==> src/rtl/aes_pkg.sv <==
// Shared types and known-answer vectors for the AES power-on self-test.
// Expected ciphertexts are only compiled with AES_SELFTEST_CIPHER_CHECK_EN.
package aes_pkg;

    typedef enum logic [2:0] {
        IDLE      = 3'd0,
        LOAD      = 3'd1,
        WAIT_ENC  = 3'd2,
        CHECK_ENC = 3'd3,
        WAIT_DEC  = 3'd4,
        CHECK_DEC = 3'd5,
        DONE      = 3'd6
    } state_t;

    localparam logic [1:0] KSZ_128 = 2'd1;
    localparam logic [1:0] KSZ_192 = 2'd2;
    localparam logic [1:0] KSZ_256 = 2'd3;

    localparam logic [127:0] KAT_PT = 128'h00112233445566778899aabbccddeeff;

    // Keys are MSB-aligned in the 256-bit core key bus, unused LSBs zero.
    localparam logic [255:0] KAT_KEY_128 =
        256'h000102030405060708090a0b0c0d0e0f_00000000000000000000000000000000;
    localparam logic [255:0] KAT_KEY_192 =
        256'h000102030405060708090a0b0c0d0e0f1011121314151617_0000000000000000;
    localparam logic [255:0] KAT_KEY_256 =
        256'h000102030405060708090a0b0c0d0e0f101112131415161718191a1b1c1d1e1f;

`ifdef AES_SELFTEST_CIPHER_CHECK_EN
    localparam logic [127:0] KAT_CT_128 = 128'h69c4e0d86a7b0430d8cdb78070b4c55a;
    localparam logic [127:0] KAT_CT_192 = 128'hdda97ca4864cdfe06eaf70a0ec0d7191;
    localparam logic [127:0] KAT_CT_256 = 128'h8ea2b7ca516745bfeafc49904b496089;
`endif

    function automatic logic [1:0] ksz_of(input logic [1:0] idx);
        return idx + 2'd1;
    endfunction

endpackage

==> src/rtl/aes_kat_rom.sv <==
// Combinational known-answer vector table indexed by key-size index k.
// Expected-ciphertext port exists only with AES_SELFTEST_CIPHER_CHECK_EN.
module aes_kat_rom
    import aes_pkg::*;
(
    input  logic [1:0]   k,
`ifdef AES_SELFTEST_CIPHER_CHECK_EN
    output logic [127:0] ct,
`endif
    output logic [255:0] key
);

    always_comb begin
        key = '0;
        case (k)
            2'd0:    key = KAT_KEY_128;
            2'd1:    key = KAT_KEY_192;
            2'd2:    key = KAT_KEY_256;
            default: key = '0;
        endcase
    end

`ifdef AES_SELFTEST_CIPHER_CHECK_EN
    always_comb begin
        ct = '0;
        case (k)
            2'd0:    ct = KAT_CT_128;
            2'd1:    ct = KAT_CT_192;
            2'd2:    ct = KAT_CT_256;
            default: ct = '0;
        endcase
    end
`endif

endmodule

==> src/rtl/aes_selftest_ctrl.sv <==
// Encrypt/decrypt round-trip self-test of a shared AES core for 128/192/256-bit keys.
// Define AES_SELFTEST_CIPHER_CHECK_EN to also compare ciphertext against FIPS-197 vectors.
module aes_selftest_ctrl
    import aes_pkg::*;
#(
    parameter int SETTLE_CYCLES = 4
) (
    input  logic         clk,
    input  logic         rst,
    input  logic         en,
    output logic [127:0] core_in,
    output logic [255:0] core_key,
    output logic [1:0]   core_ksz,
    output logic         core_dec,
    input  logic [127:0] core_out,
    output logic         busy,
    output logic         done,
    output logic         fail,
    output logic         led1,
    output logic         led2,
    output logic         led3
);

    localparam logic [3:0] CNT_LAST = 4'(SETTLE_CYCLES - 1);

    state_t       state;
    logic [1:0]   k;
    logic [3:0]   cnt;
    logic [127:0] ct_q;
    logic         enc_ok;
    logic [2:0]   led_q;

    logic [1:0]   rom_k;
    logic [255:0] rom_key;
    logic         enc_match;
    logic         dec_match;
    logic         pass;

    // Core inputs are loaded on entry to LOAD, so the ROM looks ahead to k+1 in CHECK_DEC.
    assign rom_k = (state == CHECK_DEC) ? k + 2'd1 : k;

`ifdef AES_SELFTEST_CIPHER_CHECK_EN
    logic [127:0] rom_ct;

    aes_kat_rom u_kat_rom (
        .k   (rom_k),
        .ct  (rom_ct),
        .key (rom_key)
    );

    assign enc_match = (core_out == rom_ct);
`else
    aes_kat_rom u_kat_rom (
        .k   (rom_k),
        .key (rom_key)
    );

    assign enc_match = 1'b1;
`endif

    assign dec_match = (core_out == KAT_PT);
    assign pass      = enc_ok & dec_match;

    assign led1 = led_q[0];
    assign led2 = led_q[1];
    assign led3 = led_q[2];

    always_ff @(posedge clk) begin
        if (rst) begin
            state    <= IDLE;
            k        <= 2'd0;
            cnt      <= 4'd0;
            ct_q     <= '0;
            enc_ok   <= 1'b0;
            core_in  <= '0;
            core_key <= '0;
            core_ksz <= KSZ_128;
            core_dec <= 1'b0;
            busy     <= 1'b0;
            done     <= 1'b0;
            fail     <= 1'b0;
            led_q    <= 3'b000;
        end else if (state == IDLE) begin
            if (en) begin
                state    <= LOAD;
                k        <= 2'd0;
                core_in  <= KAT_PT;
                core_key <= rom_key;
                core_ksz <= ksz_of(rom_k);
                core_dec <= 1'b0;
                busy     <= 1'b1;
            end
        end else if (state != DONE && en) begin
            // Dropping en in a busy state freezes everything, including the core inputs.
            case (state)
                LOAD: begin
                    cnt   <= 4'd0;
                    state <= WAIT_ENC;
                end
                WAIT_ENC: begin
                    if (cnt == CNT_LAST) begin
                        cnt   <= 4'd0;
                        state <= CHECK_ENC;
                    end else begin
                        cnt <= cnt + 4'd1;
                    end
                end
                CHECK_ENC: begin
                    ct_q     <= core_out;
                    enc_ok   <= enc_match;
                    core_in  <= core_out;
                    core_dec <= 1'b1;
                    cnt      <= 4'd0;
                    state    <= WAIT_DEC;
                end
                WAIT_DEC: begin
                    core_in <= ct_q;
                    if (cnt == CNT_LAST) begin
                        cnt   <= 4'd0;
                        state <= CHECK_DEC;
                    end else begin
                        cnt <= cnt + 4'd1;
                    end
                end
                CHECK_DEC: begin
                    led_q[k] <= pass;
                    if (!pass) begin
                        fail <= 1'b1;
                    end
                    if (k == 2'd2) begin
                        state <= DONE;
                        busy  <= 1'b0;
                        done  <= 1'b1;
                    end else begin
                        k        <= k + 2'd1;
                        core_in  <= KAT_PT;
                        core_key <= rom_key;
                        core_ksz <= ksz_of(rom_k);
                        core_dec <= 1'b0;
                        state    <= LOAD;
                    end
                end
                default: state <= IDLE;
            endcase
        end
    end

endmodule

==> config.mk <==
export PLATFORM = sky130hd
export DESIGN_NAME = aes_selftest_ctrl
export DESIGN_NICKNAME = d
export VERILOG_FILES = /design/src/rtl/aes_pkg.sv /design/src/rtl/aes_kat_rom.sv /design/src/rtl/aes_selftest_ctrl.sv
export SDC_FILE = /design/constraint.sdc
export NUM_CORES = 1
export LEC_CHECK = 0
export BUFFER_PORTS_ARGS = -buffer_cell sky130_fd_sc_hd__buf_2
export CAP_MARGIN = 10
export CORE_MARGIN = 5
export CORE_UTILIZATION = 25
export DETAILED_ROUTE_END_ITERATION = 10
export GPL_TIMING_DRIVEN = 0
export PLACE_DENSITY_LB_ADDON = 0.25
export SLEW_MARGIN = 20
export SYNTH_ARGS = -nofsm -noshare
export SYNTH_HDL_FRONTEND = slang
export SYNTH_SLANG_ARGS = --single-unit
==> constraint.sdc <==
create_clock -name clk -period 2.9 [get_ports clk]
set_input_delay 0.435 -clock clk [delete_from_list [all_inputs] [get_ports clk]]
set_output_delay 0.435 -clock clk [all_outputs]
set_load 0.01 [all_outputs]
==> impl_metrics.ini, run 1 <==
[run_status]
outcome = completed

[grt]
gr-total-overflow = 0
grt_pass1_wl_mm = 80.1
grt_max_degree = 34
grt_pass1_vias = 12600
grt_use_met2 = 0.291
grtUsageMet3 = 0.0372
grt_use_total = 0.174
met1_usage = 0.224
antenna_found_initial = 11
top_usage_layer = met2

[critical_path]
r2r_start = state[1]
r2r_cells = 9
r2r_slack_ns = 0.21
start_kind = register
critPathKind = reg -> reg
cp_top_family = buffers and inverters
cp_common_cell = buf_2
worst-path-buf-inv = 5
path_cells = buf_2 > buf_2 > inv_1 > ha_1 > clkbuf_2 > clkbuf_1 > nor2b_1 > a21oi_1 > a211oi_1
r2r-end = core_in[96]
cp_slowest_cell = clkbuf_1
cp.arrival_ns = 3.07
crit_start = state[1]
endpoint_kind = register
cp_max_fo = 10
crit_required_ns = 3.28
cp_num_cells = 9
slowest_delay_ns = 0.51
critPathCapture = core_in[96]

[sta]
period_share = 0.928
drv_slew = 0
finClkSkew_ns = 0.00901
hold_viol_final = 0
rsz0062_at_grt = no
maxSlewHeadroom = 0.297
whs_ns = 0.159
period_needed_ns = 2.69
timing.fmax_mhz = 372
worst_slack_ns = 0.209
tightest_slew_ns = 1.05
setup_viol = 0

[synthesis]
netlist_area_sq_um = 13800
post_synth_fa_ha_maj_area_fraction = 0.00718
yosysSeqAreaShare = 0.403
synthMuxAreaShare = 0.00218
synth_top_area_frac = 0.403
synth_flop_cell = dfxtp_1
synth-edff-count = 0
yosysTopAreaCell = dfxtp_1
synth_top_family_by_area = simple AND/OR/NAND/NOR gates
netlist_top_cells_area = dfxtp_1 40%, buf_4 14%, a21oi_1 12%
avgSynthCellArea_sq_um = 7.76
netlist_instances = 1776
async_flop_share = 0
synth-seq-cells = 277
synth_xor_area_frac = 0.00191
synth_cell_type_count = 50
synth-compound-area-share = 0.168
synth_simple_gate_area_frac = 0.238
yosys_warnings = 0

[cells_and_area]
nets = 2476
finalNonFillerCells = 3067
final_util = 0.333
area_delta_synth_final_pct = 32.6
multi_input_area_sq_um = 6430
layout_commonest_cell = buf_2
final_cell_mix = 379 x buf_2, 333 x nand2_1, 332 x a21oi_1
fillers = 5912
drive_gt1_frac = 0.303
regArea_sq_um = 5550

[die]
die_y_um = 245
start_util = 0.251
io_pins = 524
die_x_um = 245
core_sq_um = 54900
num_rows = 86
die_area_sq_um = 59900

[worst_hold_path]
hold_class = in -> reg

[power]
ir_drop_v = 0.000339
power_density_nw_per_um2 = 529
finalPower_w = 0.00966
p_leak_nw = 8.17

[place]
placed_cells = 3002
pre_cts_ws_ns = -0.456
port_buffers = 345
place_congestion = 0.821
dpl.hpwl_mm = 43.3

[route]
drtPass1Iterations = 5
routed_via_density = 4.31
drc_errors = 0
drt_iter0_markers = 1031
routed_wirelength_mm = 54.9
wl_per_cell_um = 17.9
vias = 13200
postRouteAntennaNets = 0

[clocking]
cts_buffer_depth = 3
numCtsBuffers = 36
clock_sinks = 277
clk_latency_ns = 0.53
cts-root-buf = clkbuf_16
clkSlewWorstSetupHoldPaths_ns = 0.06
htree_levels = 2
hold_buffers = 0
cts_tree = built

[run]
maxCapViolCount = 0
[synth_stat cells (all sizes together), types with 8 or more instances]
| cell | count |
|---|---|
| inv | 8 |
| nor3 | 8 |
| a211oi | 66 |
| clkbuf | 86 |
| or3 | 64 |
| buf | 295 |
| a21oi | 332 |
| nand2 | 333 |
| nand4 | 9 |
| nor4 | 11 |
| nor2b | 130 |
| dfxtp | 277 |
| nor2 | 82 |
[per-stage QoR]
stage                     area, sq um  TNS, ns
after floorplan                 14400        0
after global placement          17000   -75.82
after detailed placement        17100   -15.19
after CTS                       18200        0
after global routing            18300        0
final                           18300        0
[registers in the layout, indices dropped and copies added (netlist names)]
| register | count |
|---|---|
| core_in | 128 |
| ct_q | 128 |
| cnt | 4 |
| core_key | 3 |
| led_q | 3 |
| state | 3 |
| k | 2 |
| busy | 1 |
| core_dec | 1 |
| core_ksz | 1 |
| done | 1 |
| enc_ok | 1 |
| fail | 1 |
[layer usage]
metal,up-vias,routed length (um)
li1,6653,-
met4,8,1680
met5,-,48
met1,6013,23100
met3,89,4090
met2,460,26000
[kinds of logic (layout without fill, tap and decap cells)]
logic type,count (synthesis),in the layout
compound gates,417,417
xor+xnor,3,3
fa+ha+maj,8,8
buf+inv,389,797
flops,277,277
mux,3,3
other cells,1,180
simple gates,678,678
[tightest hold or removal path, cell delays in order]
cell and delay [ns]:
buf_2 0.11, nand2_1 0.05, a21oi_1 0.05
[worst min-delay path by stage]
stage,startpoint,endpoint,slack [ns],depth (start not counted)
CTS,core_out[80],ct_q[80],0.12,3
global placement,ct_q[44],ct_q[44],0.44,2
global route,core_out[118],ct_q[118],0.16,3
detailed placement,core_in[104],core_in[104],0.45,2
finish,core_out[80],ct_q[80],0.16,3
floorplan,ct_q[0],ct_q[0],0.44,2
[cell type report]
| type | count | share of cell area |
|---|---|---|
| Antenna cell | 4 | 0.000548 |
| Clock inverter | 7 | 0.00397 |
| Buffer | 380 | 0.135 |
| Sequential cell | 277 | 0.304 |
| Tap cell | 704 | 0.0482 |
| Clock buffer | 52 | 0.0582 |
| Inverter | 8 | 0.00164 |
| Timing Repair Buffer | 350 | 0.0967 |
| Multi-Input combinational cell | 1285 | 0.352 |
[what timing repair did]
item,in CTS,in global routing
gates cloned,0,0
setup buffers,3,0
endpoints found under the setup margin,102,16
gates resized for setup,2,9
pin swaps,1,0
[where the power goes]
part | total, W | leakage (nW) | switching, W | internal, W
logic | 0.00132 | 5.37 | 0.000769 | 0.000552
registers | 0.00400 | 2.25 | 0.0000727 | 0.00392
clock network | 0.00435 | 0.553 | 0.00173 | 0.00262
total | 0.00966 | 8.17 | 0.00257 | 0.00710
Note: power is estimated with default switching activity, not from simulation.
==> run 2, diff against run 1 <==
Settings changed: CORE_AREA from default to 5 5 199 201, CORE_MARGIN 5 to default, CORE_UTILIZATION 25 to default, DIE_AREA from default to 0 0 204 206.
==> impl_metrics.ini, run 2 (synthesis results as in run 1) <==
[cells_and_area]
fin_area_sq_um = 18000
nets = 2474
layout_commonest_cell = buf_2
fillers = 3792
multi_input_area_sq_um = 6420
drive_gt1_frac = 0.299
area_delta_synth_final_pct = 30.8
regArea_sq_um = 5550
final_cell_mix = 378 x buf_2, 333 x nand2_1, 332 x a21oi_1
finalNonFillerCells = 2872
top_regs = core_in: 128 flops, ct_q: 128 flops, cnt: 4 flops

[critical_path]
r2r_slack_ns = 0.22
slowest_delay_ns = 0.38
critPathKind = reg -> reg
cp_top_family = buffers and inverters
cp_num_cells = 10
cp_max_fo = 10
r2r-end = core_in[62]
cp.arrival_ns = 3.11
worst-path-buf-inv = 5
cp_slowest_cell = clkbuf_2
crit_required_ns = 3.33
endpoint_kind = register
r2r_cells = 10
r2r_start = state[1]
path_cells = buf_2 > buf_2 > inv_1 > ha_1 > clkbuf_2 > clkbuf_1 > nor2b_1 > a21oi_1 > or3_1 > a21oi_1
start_kind = register

[sta]
setup_viol = 0
period_share = 0.925
maxSlewHeadroom = 0.298
finClkSkew_ns = 0.0127
hold_viol_final = 0
rsz0062_at_grt = no
period_needed_ns = 2.68
tightest_slew_ns = 1.04
timing.fmax_mhz = 373
tns_ns = 0
whs_ns = 0.187
drv_slew = 0

[grt]
grt_use_total = 0.220
antenna_found_initial = 5
gr-total-overflow = 0
grt_pass1_wl_mm = 72.7
grt_pass1_vias = 12500
grt_max_degree = 34

[place]
place_congestion = 0.922
port_buffers = 345
placed_cells = 2808
dpl.hpwl_mm = 38.4
place_area_sq_um = 16800

[die]
start_util = 0.368
num_rows = 71
die_y_um = 206
core_sq_um = 37400
io_pins = 524
die_x_um = 204
die_area_sq_um = 42000

[worst_hold_path]
hold_class = in -> reg
min_to = ct_q[28]
min_from = core_out[28]
whs_path_depth = 3

[power]
ir_drop_v = 0.000360
p_switching_w = 0.00249
clkPwrFrac = 0.453
power_density_nw_per_um2 = 539
p_sw_frac = 0.256
combPwrFrac = 0.135
p_leak_nw = 8.17
p_seq_frac = 0.412
intPower_w = 0.00722

[clocking]
htree_levels = 2
clk_latency_ns = 0.51
hold_buffers = 0
numCtsBuffers = 34
clock_sinks = 277
cts_buffer_depth = 3
cts-root-buf = clkbuf_16
clkSlewWorstSetupHoldPaths_ns = 0.06
cts_tree = built

[route]
postRouteAntennaNets = 0
vias = 13400
drc_errors = 0
wl_per_cell_um = 17.3
routed_via_density = 4.67
drt_iter0_markers = 686
drtPass1Iterations = 5
routed_wirelength_mm = 49.8

[run]
maxCapViolCount = 0

[run_status]
outcome = completed
-- run 2: cell count changes in the layout (fill, tap and decap cells not counted), moves of 2 or more --
cell        before  now
bufinv_16        1    4
clkbuf_1        86   92
clkinvlp_4       2    0
clkinv_2         2    4
clkbuf_16       37   35
clkbuf_2         6    1
-- run 2: area by class of cell --
class / instances / area share
multi-input combinational: 1285 / 0.356
sequential: 277 / 0.308
buffer: 381 / 0.136
timing repair buffer: 349 / 0.0980
clock buffer: 49 / 0.0554
tap: 511 / 0.0355
clock inverter: 9 / 0.00827
inverter: 8 / 0.00167
antenna: 3 / 0.000417
-- run 2: how the worst max path moves through the flow --
stage / start / endpoint
4_1_cts: state[1] / core_in[59]
3_5_place_dp: core_out[117] / led_q[0]
6_report: state[1] / core_in[62]
5_1_grt: k[0] / core_in[117]
2_1_floorplan: state[1] / core_in[10]
3_3_place_gp: state[1] / core_in[55]
-- run 2: tightest hold or removal path, stage by stage --
cell     delay, ns
buf_2         0.11
nand2_1       0.05
a21oi_1       0.05
-- run 2: metal layers --
layer	wire [um]	GRT usage	up-vias
li1	-	-	6654
met1	21200	0.286	6148
met2	23400	0.368	513
met3	3490	0.0414	89
met4	1670	0.0744	2
met5	7	0	-
-- run 2: through the flow --
| step | power, W | util | setup WS (ns) |
|---|---|---|---|
| after floorplan | 0.00487 | - | 0.808 |
| after global placement | 0.00535 | 0.449 | -0.727 |
| after detailed placement | 0.00537 | 0.450 | -0.406 |
| after CTS | 0.00975 | 0.481 | 0.00362 |
| after global routing | 0.0101 | 0.482 | 0.000478 |
| final | 0.00970 | 0.482 | 0.219 |
-- run 2: timing repair --
item | 4_1_cts | 5_1_grt
gates resized for setup | 3 | 1
pin swaps | 1 | 0
setup endpoints to repair | 77 | 73
buffers inserted | 1 | 2
-- run 2: power groups by stage --
stage          registers (W)  logic [W]  clock network [W]
2_1_floorplan        0.00412   0.000747                  0
3_3_place_gp         0.00407    0.00128                  0
3_5_place_dp         0.00408    0.00129                  0
4_1_cts              0.00400    0.00129            0.00446
5_1_grt              0.00401    0.00142            0.00464
6_report             0.00400    0.00131            0.00440
